===== src/rtl/mc_pkg.sv =====
// Shared definitions for the multi-cycle RV32I-subset datapath: FSM states, opcodes and the
// control-field encodings driven by the external control unit.
package mc_pkg;

  typedef enum logic [2:0] {
    StFetch,
    StDecode,
    StExecute,
    StMem,
    StWb,
    StTrap
  } mc_state_e;

  localparam logic [6:0] OpLoad   = 7'b0000011;
  localparam logic [6:0] OpImm    = 7'b0010011;
  localparam logic [6:0] OpAuipc  = 7'b0010111;
  localparam logic [6:0] OpStore  = 7'b0100011;
  localparam logic [6:0] OpReg    = 7'b0110011;
  localparam logic [6:0] OpLui    = 7'b0110111;
  localparam logic [6:0] OpBranch = 7'b1100011;
  localparam logic [6:0] OpJalr   = 7'b1100111;
  localparam logic [6:0] OpJal    = 7'b1101111;

  // mem_to_reg: rd source select
  localparam logic [1:0] WbAlu = 2'd0;
  localparam logic [1:0] WbMdr = 2'd1;
  localparam logic [1:0] WbPc4 = 2'd2;

  // data_size mirrors the load/store funct3 field
  localparam logic [2:0] SizeB  = 3'd0;
  localparam logic [2:0] SizeH  = 3'd1;
  localparam logic [2:0] SizeW  = 3'd2;
  localparam logic [2:0] SizeBu = 3'd4;
  localparam logic [2:0] SizeHu = 3'd5;

  localparam logic [3:0] AluAdd   = 4'd0;
  localparam logic [3:0] AluSub   = 4'd1;
  localparam logic [3:0] AluSll   = 4'd2;
  localparam logic [3:0] AluSlt   = 4'd3;
  localparam logic [3:0] AluSltu  = 4'd4;
  localparam logic [3:0] AluXor   = 4'd5;
  localparam logic [3:0] AluSrl   = 4'd6;
  localparam logic [3:0] AluSra   = 4'd7;
  localparam logic [3:0] AluOr    = 4'd8;
  localparam logic [3:0] AluAnd   = 4'd9;
  localparam logic [3:0] AluPassB = 4'd10;

  localparam logic [2:0] BrNever  = 3'd0;
  localparam logic [2:0] BrEq     = 3'd1;
  localparam logic [2:0] BrNe     = 3'd2;
  localparam logic [2:0] BrLt     = 3'd3;
  localparam logic [2:0] BrGe     = 3'd4;
  localparam logic [2:0] BrLtu    = 3'd5;
  localparam logic [2:0] BrGeu    = 3'd6;
  localparam logic [2:0] BrAlways = 3'd7;

endpackage


===== src/rtl/mc_imm_gen.sv =====
// Immediate generator: decodes the I/S/B/J/U immediate from IR and sign-extends it to XLEN.
module mc_imm_gen import mc_pkg::*; #(
  parameter int unsigned XLEN = 32
) (
  input  logic [31:0]     ir,
  output logic [XLEN-1:0] ext_imm
);

  logic [31:0] imm32;

  always_comb begin
    imm32 = '0;
    case (ir[6:0])
      OpLoad, OpImm, OpJalr: imm32 = {{20{ir[31]}}, ir[31:20]};
      OpStore:               imm32 = {{20{ir[31]}}, ir[31:25], ir[11:7]};
      OpBranch:              imm32 = {{19{ir[31]}}, ir[31], ir[7], ir[30:25], ir[11:8], 1'b0};
      OpJal:                 imm32 = {{11{ir[31]}}, ir[31], ir[19:12], ir[20], ir[30:21], 1'b0};
      OpLui, OpAuipc:        imm32 = {ir[31:12], 12'b0};
      default:               imm32 = '0;
    endcase
  end

  assign ext_imm = XLEN'($signed(imm32));

endmodule


===== src/rtl/multicycle_datapath.sv =====
// Multi-cycle RV32I-subset datapath (FETCH/DECODE/EXECUTE/MEM/WB) with ready-handshaked data bus.
// Define MISALIGN_TRAP_EN to add the TRAP state and the trap_o output for misaligned accesses/targets.
module multicycle_datapath import mc_pkg::*; #(
  parameter int unsigned     XLEN       = 32,
  parameter int unsigned     REG_ADDR_W = 3,
  parameter logic [XLEN-1:0] RESET_PC   = '0,
  parameter logic [XLEN-1:0] TRAP_VEC   = XLEN'(32'h100)
) (
  input  logic            clk,
  input  logic            reset,
  input  logic [2:0]      branch_cond,
  input  logic            data_read_en,
  input  logic            data_write_en,
  input  logic            reg_write_en,
  input  logic [2:0]      data_size,
  input  logic [1:0]      mem_to_reg,
  input  logic            alu_a_src,
  input  logic            alu_b_src,
  input  logic [3:0]      alu_op,
  output logic [6:0]      opcode,
  output logic [2:0]      funct3,
  output logic [6:0]      funct7,
  output logic [XLEN-1:0] imem_addr,
  input  logic [31:0]     imem_rdata,
  output logic [XLEN-1:0] bus_addr,
  output logic [XLEN-1:0] bus_wdata,
  output logic [2:0]      bus_size,
  output logic            bus_read_en,
  output logic            bus_write_en,
  input  logic [XLEN-1:0] bus_rdata,
  input  logic            bus_ready,
`ifdef MISALIGN_TRAP_EN
  output logic            trap_o,
`endif
  output logic            retire
);

  localparam int unsigned NumRegs = 2 ** REG_ADDR_W;
  localparam int unsigned ShW     = $clog2(XLEN);

  mc_state_e state_q, state_d;

  logic [XLEN-1:0] pc_q, a_q, b_q, aluout_q, mdr_q;
  logic [31:0]     ir_q;
  logic            take_q;
  logic [2:0]      size_q;
  logic [XLEN-1:0] rf_q [NumRegs];

  logic [REG_ADDR_W-1:0] rs1_idx, rs2_idx, rd_idx;
  logic [XLEN-1:0]       rs1_val, rs2_val, ext_imm, a_mux, b_mux, alu_res, pc_plus4, wb_data;
  logic                  take_now;

  function automatic logic [XLEN-1:0] alu(input logic [3:0] op, input logic [XLEN-1:0] x,
                                          input logic [XLEN-1:0] y);
    logic [XLEN-1:0] r;
    logic [ShW-1:0]  sh;
    sh = y[ShW-1:0];
    r  = '0;
    case (op)
      AluSub:   r = x - y;
      AluSll:   r = x << sh;
      AluSlt:   r[0] = $signed(x) < $signed(y);
      AluSltu:  r[0] = x < y;
      AluXor:   r = x ^ y;
      AluSrl:   r = x >> sh;
      AluSra:   r = $signed(x) >>> sh;
      AluOr:    r = x | y;
      AluAnd:   r = x & y;
      AluPassB: r = y;
      default:  r = x + y;
    endcase
    return r;
  endfunction

  function automatic logic branch_comp(input logic [2:0] c, input logic [XLEN-1:0] x,
                                       input logic [XLEN-1:0] y);
    logic t;
    case (c)
      BrEq:     t = (x == y);
      BrNe:     t = (x != y);
      BrLt:     t = $signed(x) < $signed(y);
      BrGe:     t = $signed(x) >= $signed(y);
      BrLtu:    t = x < y;
      BrGeu:    t = x >= y;
      BrAlways: t = 1'b1;
      default:  t = 1'b0;
    endcase
    return t;
  endfunction

  // The bus returns load data right-justified; size/sign handling happens at writeback.
  function automatic logic [XLEN-1:0] load_ext(input logic [2:0] sz, input logic [XLEN-1:0] d);
    logic [XLEN-1:0] r;
    case (sz)
      SizeB:   r = {{(XLEN-8){d[7]}}, d[7:0]};
      SizeH:   r = {{(XLEN-16){d[15]}}, d[15:0]};
      SizeBu:  r = {{(XLEN-8){1'b0}}, d[7:0]};
      SizeHu:  r = {{(XLEN-16){1'b0}}, d[15:0]};
      default: r = d;
    endcase
    return r;
  endfunction

  mc_imm_gen #(
    .XLEN (XLEN)
  ) u_imm_gen (
    .ir      (ir_q),
    .ext_imm (ext_imm)
  );

  // Operands are read in DECODE straight from the incoming instruction word.
  assign rs1_idx  = imem_rdata[15 +: REG_ADDR_W];
  assign rs2_idx  = imem_rdata[20 +: REG_ADDR_W];
  assign rd_idx   = ir_q[7 +: REG_ADDR_W];
  assign rs1_val  = (rs1_idx == '0) ? '0 : rf_q[rs1_idx];
  assign rs2_val  = (rs2_idx == '0) ? '0 : rf_q[rs2_idx];

  assign a_mux    = alu_a_src ? pc_q : a_q;
  assign b_mux    = alu_b_src ? ext_imm : b_q;
  assign alu_res  = alu(alu_op, a_mux, b_mux);
  assign take_now = branch_comp(branch_cond, a_q, b_q);
  assign pc_plus4 = pc_q + XLEN'(4);

  always_comb begin
    case (mem_to_reg)
      WbMdr:   wb_data = load_ext(size_q, mdr_q);
      WbPc4:   wb_data = pc_plus4;
      default: wb_data = aluout_q;
    endcase
  end

`ifdef MISALIGN_TRAP_EN
  logic misalign;
  always_comb begin
    misalign = 1'b0;
    if (data_read_en || data_write_en) begin
      if (data_size[1:0] == 2'b10)      misalign = |alu_res[1:0];
      else if (data_size[1:0] == 2'b01) misalign = alu_res[0];
    end else if (take_now) begin
      misalign = |alu_res[1:0];
    end
  end
`endif

  always_comb begin
    state_d      = state_q;
    bus_read_en  = 1'b0;
    bus_write_en = 1'b0;
    retire       = 1'b0;
`ifdef MISALIGN_TRAP_EN
    trap_o       = 1'b0;
`endif
    case (state_q)
      StFetch:  state_d = StDecode;
      StDecode: state_d = StExecute;
      StExecute: begin
        state_d = (data_read_en || data_write_en) ? StMem : StWb;
`ifdef MISALIGN_TRAP_EN
        if (misalign) state_d = StTrap;
`endif
      end
      StMem: begin
        bus_read_en  = data_read_en;
        bus_write_en = data_write_en & ~data_read_en;
        if (bus_ready) state_d = StWb;
      end
      StWb: begin
        retire  = 1'b1;
        state_d = StFetch;
      end
      StTrap: begin
`ifdef MISALIGN_TRAP_EN
        trap_o  = 1'b1;
`endif
        state_d = StFetch;
      end
      default: state_d = StFetch;
    endcase
  end

  always_ff @(posedge clk) begin
    if (reset) begin
      state_q  <= StFetch;
      pc_q     <= RESET_PC;
      ir_q     <= '0;
      a_q      <= '0;
      b_q      <= '0;
      aluout_q <= '0;
      mdr_q    <= '0;
      take_q   <= 1'b0;
      size_q   <= '0;
      for (int i = 0; i < NumRegs; i++) rf_q[i] <= '0;
    end else begin
      state_q <= state_d;
      case (state_q)
        StDecode: begin
          ir_q <= imem_rdata;
          a_q  <= rs1_val;
          b_q  <= rs2_val;
        end
        StExecute: begin
          aluout_q <= alu_res;
          take_q   <= take_now;
          size_q   <= data_size;
        end
        StMem: begin
          if (bus_ready && data_read_en) mdr_q <= bus_rdata;
        end
        StWb: begin
          if (reg_write_en && (rd_idx != '0)) rf_q[rd_idx] <= wb_data;
          pc_q <= take_q ? {aluout_q[XLEN-1:1], 1'b0} : pc_plus4;
        end
        StTrap:  pc_q <= TRAP_VEC;
        default: ;
      endcase
    end
  end

  assign opcode    = ir_q[6:0];
  assign funct3    = ir_q[14:12];
  assign funct7    = ir_q[31:25];
  assign imem_addr = pc_q;
  assign bus_addr  = aluout_q;
  assign bus_wdata = b_q;
  assign bus_size  = size_q;

endmodule

===== config.mk =====
export PLATFORM = sky130hd
export DESIGN_NAME = multicycle_datapath
export DESIGN_NICKNAME = d
export VERILOG_FILES = /design/src/rtl/mc_pkg.sv /design/src/rtl/mc_imm_gen.sv /design/src/rtl/multicycle_datapath.sv
export SDC_FILE = /design/constraint.sdc
export NUM_CORES = 2
export LEC_CHECK = 0
export CAP_MARGIN = 30
export CORE_MARGIN = 3
export CORE_UTILIZATION = 25
export CTS_CLUSTER_DIAMETER = 80
export DETAILED_ROUTE_END_ITERATION = 12
export GPL_ROUTABILITY_DRIVEN = 0
export GPL_TIMING_DRIVEN = 1
export PLACE_DENSITY = 0.45
export REMOVE_ABC_BUFFERS = 1
export SETUP_SLACK_MARGIN = 0.05
export SYNTH_ARGS = -nofsm -noshare
export SYNTH_HDL_FRONTEND = slang
export SYNTH_SLANG_ARGS = --single-unit

===== constraint.sdc =====
create_clock -name clk -period 8.8 [get_ports clk]
set_input_delay 2.2 -clock clk [delete_from_list [all_inputs] [get_ports clk]]
set_output_delay 2.2 -clock clk [all_outputs]
set_load 0.005 [all_outputs]

==> impl.org <==
** Clock tree
- The later pin in the worst-skew pair is clocked with a latency of between 0.7 and 0.8 ns.
- Clock tree synthesis found a total of roughly 420 sinks.
- The number of clock buffers added by TritonCTS is 57.
- Clock-pin slew was measured on the worst setup and hold paths at ~0.060 ns.
- Buffer cell driving the clock tree root :: clkbuf_16
- Number of instances resized during post-cts repair :: 0
- TritonCTS built the clock tree.
- In this run the deepest clock path goes through 3 buffers.
- H-tree levels :: 2
- Total of hold buffers inserted after clock tree synthesis :: 0
- Buffers added to address setup during post-CTS repair amount to 0.

** Job
- Max-cap violations in this run came to 0.

** Power
- Highest ir drop seen on vdd :: between 0.15 and 0.2 mV
- In this run the static leakage power is ~13 nW.
- The clock network is responsible for roughly two fifths of the overall power.
- Internal cell power :: ~4.0 mW
- Of the total power, registers draw 37.7%.
- Switch share :: ~34%
- Psw :: between 2 and 2.5 mW
- Combinational cells account for approximately 22% of the total power.
- Pwr dens :: between 150 and 200 nW/um2

** Cells and area
- From synthesis to final layout, the design area changed by 18.6%.
- Cells fill about 30% of the core in the end.
- Filler instances :: approximately 13000
- Multi-input gate area :: about 18000 um2
- Storage element area :: roughly 11000 um2
- After the last flow step, the layout net total stands at 3895.
- Fraction of final layout cells sized beyond drive strength 1 :: about a tenth

** Setup path
- Required time of the worst setup path :: between 9 and 10 ns
- Arrival time of the worst setup path :: 7.28 ns
- Classification of the worst setup path :: in -> reg
- STA classifies the critical path endpoint as a register.
- In this run the worst path has a maximum fanout of 45.
- STA classifies the critical path startpoint as a primary input.

** Drt
- Once detail routing completed, the nets flagged for antenna violations numbered 0.
- Vias per Instance :: about 5.6
- Total number of vias :: about 30000
- After detailed routing, the number of remaining DRC violations is 0.
- Dividing the detail-routed wire length by the instance count gives around 29 um.
- After detailed routing, the total wire length is between 150 and 200 mm.
- DRC violation total after the first TritonRoute iteration :: roughly 3600
- Count of TritonRoute iterations in the first routing pass :: 5

** Placement
- Once detailed placement completed, the half-perimeter wirelength came to about 110 mm.
- Setup slack after placement :: roughly 1.5 ns
- Input and output buffers added on the ports amount to roughly 200.

** Synth
- After Yosys synthesis, full adders, half adders and majority gates account for under 10% of the synthesized area.
- Most used DFF post-synth :: edfxtp_1
- XOR/XNOR Fraction of Synth Area :: around 1.6%
- Syn Std Cell Area :: approximately 30000 um2
- Fraction of registers with async set/reset :: 0%
- Share of cell area taken by muxes after synthesis :: a little under an eighth
- After synthesis, the netlist uses just under 90 different library cells.
- Flip-flop and latch count after synthesis :: around 420
- Sequential cells were found to cover a little over a third of the synthesized design area.
- Synthesized instance count :: ~3600
- Mean Syn Cell Area :: 8.38 um2
- During synthesis, Yosys emitted a total of 0 warnings.
- Counting flops with a built-in enable in the synthesized netlist gives 224.
- Share of synthesized cell area in and, or, nand and nor gates :: between 10% and 20%
- Complex-gate fraction of the synthesized area :: between 20% and 30%
- By area, the combinational part of the netlist is dominated by compound AO/OA/AOI/OAI gates.

** Timing
- Setup violations remaining at the end of the flow were counted as 0.
- The worst path needs 6.80 ns of the cycle, external delays included.
- The number of hold violations in the final report came to 0.
- Unrepaired setup endpoints after global routing :: false
- Max frequency :: between 100 and 150 MHz
- Measured against its own limit, the worst slew margin works out to between 20% and 30%.
- Post-route clock period utilization :: roughly 77%
- Worst-case clock skew :: 0.0833 ns
- The number of pins with negative max-slew slack in the final report was 0.
- Actual transition at the worst max-transition pin :: about 1.1 ns
- The worst path meets setup with 2.00 ns of slack.
- Adding up every negative setup slack in the final design gives 0 ns.
- Final hold analysis gives a worst-case slack of 0.452 ns.

** Status
- The run finished with clean final reports.

** Global routing
- Total global routing overflow :: 0
- Largest net degree at the start of global routing :: 64
- For this run, the total global-route usage over all layers was measured as a little under a quarter.
- The first global-routing pass estimated roughly 220 mm of wire.
- The number of global-route vias before repair is 28500.
- Antenna violations before repair :: 5

** Die
- Die area :: roughly 130000 um2
- Horizontal die dimension :: ~350 um
- After floorplanning, the core was divided into about 130 placement rows.
- In this run the count of I/O pins placed on the die edge is between 200 and 250.
- Starting utilization of the core area :: ~25%
- Core footprint :: around 120000 um2
- The floorplan step set the die height to between 300 and 400 um.

** Worst hold path
- Type of the most critical hold path :: reg -> reg
## worst paths after layout
check | startpoint | to | slack (ns) | depth (start not counted)
worst max-delay path | alu_b_src | bus_addr[18]$_SDFFE_PP0N_ | 2.00 | 17
worst min-delay path | mdr_q[12]$_SDFFE_PP0P_ | mdr_q[12]$_SDFFE_PP0P_ | 0.45 | 2
worst max register to register | ir_q[3]$_SDFFE_PP0P_ | bus_addr[27]$_SDFFE_PP0N_ | 2.62 | 17
worst min register to register | mdr_q[12]$_SDFFE_PP0P_ | mdr_q[12]$_SDFFE_PP0P_ | 0.45 | 2
## logic make-up (layout without fill, tap and decap cells)
family / Yosys count / after routing
AOI/OAI and AO/OA: 1040 / 1040
xor gates and xnor gates: 57 / 57
buffers and inverters: 442 / 550
other: 1 / 3
adders and majority gates: 134 / 134
DFF: 422 / 422
and+or+nand+nor: 1220 / 1220
muxes: 302 / 302
## per-layer routing
metal / vias up / part of all wire (%) / wire [um] / global-route usage (%)
met5: - / 0.0058 / 9 / 0
met4: 2 / 5.5 / 8660 / 11.5
met3: 338 / 10 / 15600 / 5.56
met2: 1646 / 41 / 64400 / 34.9
met1: 14600 / 43 / 67400 / 33.2
li1: 13300 / - / - / -
## worst max-delay path: stages
cell,delay [ns]
buf_2,0.08
buf_4,0.37
clkinv_1,0.56
a31oi_1,0.47
a31oi_4,0.16
ha_1,0.44
nor2b_1,0.19
o31a_1,0.26
nor4_1,0.31
o21ai_0,0.19
buf_4,0.19
a221oi_1,0.55
o21bai_1,0.37
a31oi_1,0.28
xnor2_1,0.08
a2111oi_0,0.41
a211oi_1,0.15
## final cells by class
class,instances,share of cell area (%)
multi-input combinational,2754,50.0
sequential,422,29.8
timing repair buffer,298,7.65
tap,1612,5.61
clock buffer,68,4.17
inverter,144,1.50
clock inverter,40,1.33
antenna,2,0.0139
## power groups by stage
| stage | combinational (mW) | sequential [mW] | clock, mW |
|---|---|---|---|
| floorplan | 0.681 | 2.25 | 0 |
| global placement | 1.28 | 2.34 | 0 |
| detailed placement | 1.28 | 2.34 | 0 |
| CTS | 1.29 | 2.29 | 2.51 |
| global route | 1.40 | 2.30 | 2.59 |
| finish | 1.32 | 2.30 | 2.47 |
## metrics by stage
step | instance area (um2) | total power, mW | instances
2_1_floorplan | 29100 | 2.93 | 3320
3_3_place_gp | 33800 | 3.61 | 5218
3_5_place_dp | 33900 | 3.62 | 5228
4_1_cts | 35900 | 6.09 | 5336
5_1_grt | 35900 | 6.29 | 5338
6_report | 35900 | 6.09 | 5340
## synthesized netlist by cell type (all sizes together), types with 8 or more instances
library cell	n	share of area [%]
clkbuf	235	2.9
o21bai	13	0.32
o211ai	50	1.3
nand2	462	5.7
o221ai	29	0.84
xnor2	37	1.1
or3	9	0.19
mux2i	166	5.5
inv	142	1.8
a311oi	14	0.40
nand3	56	0.92
a22o	20	0.58
nor2	489	6.1
and3	12	0.25
nor3	54	0.89
nor2b	41	0.85
nand4	13	0.27
o21ai	218	3.6
a21oi	267	4.4
nand2b	22	0.45
ha	132	5.4
a22oi	92	2.3
a211oi	55	1.4
and2	19	0.39
dfxtp	198	13
mux2	99	3.7
or2	8	0.17
edfxtp	224	22
nor4	12	0.25
a221o	20	0.66
xor2	20	0.58
buf	63	1.1
o31ai	16	0.40
mux4	37	2.7
a221oi	55	1.6
a31oi	21	0.43
o22ai	46	0.95
o2111ai	10	0.29
a21o	25	0.62
## registers in the layout, summed over array words and instances, names as in the netlist
register   flops
bus_size       3
ir_q          32
rf_q         224
state_q        3
mdr_q         32
take_q         1
bus_addr      32
bus_wdata     32
a_q           32
imem_addr     31
## cells in the final DEF, fill, tap and decap left out, types with 25 or more instances in the layout
cell	n
clkbuf_16	57
o22ai_1	46
inv_1	138
xnor2_1	37
mux2i_1	166
nand3_1	54
nor2_1	485
o21ai_0	186
nor3_1	52
clkdlybuf4s50_1	192
o211ai_1	49
nor2b_1	38
a21oi_1	265
edfxtp_1	224
nand2_1	462
mux2_2	99
a221oi_1	54
mux4_2	37
a211oi_1	55
a21o_1	25
a22oi_1	92
buf_4	92
o221ai_1	29
dfxtp_1	197
ha_1	132
o21ai_1	32
(Power assumes the default switching activity.)
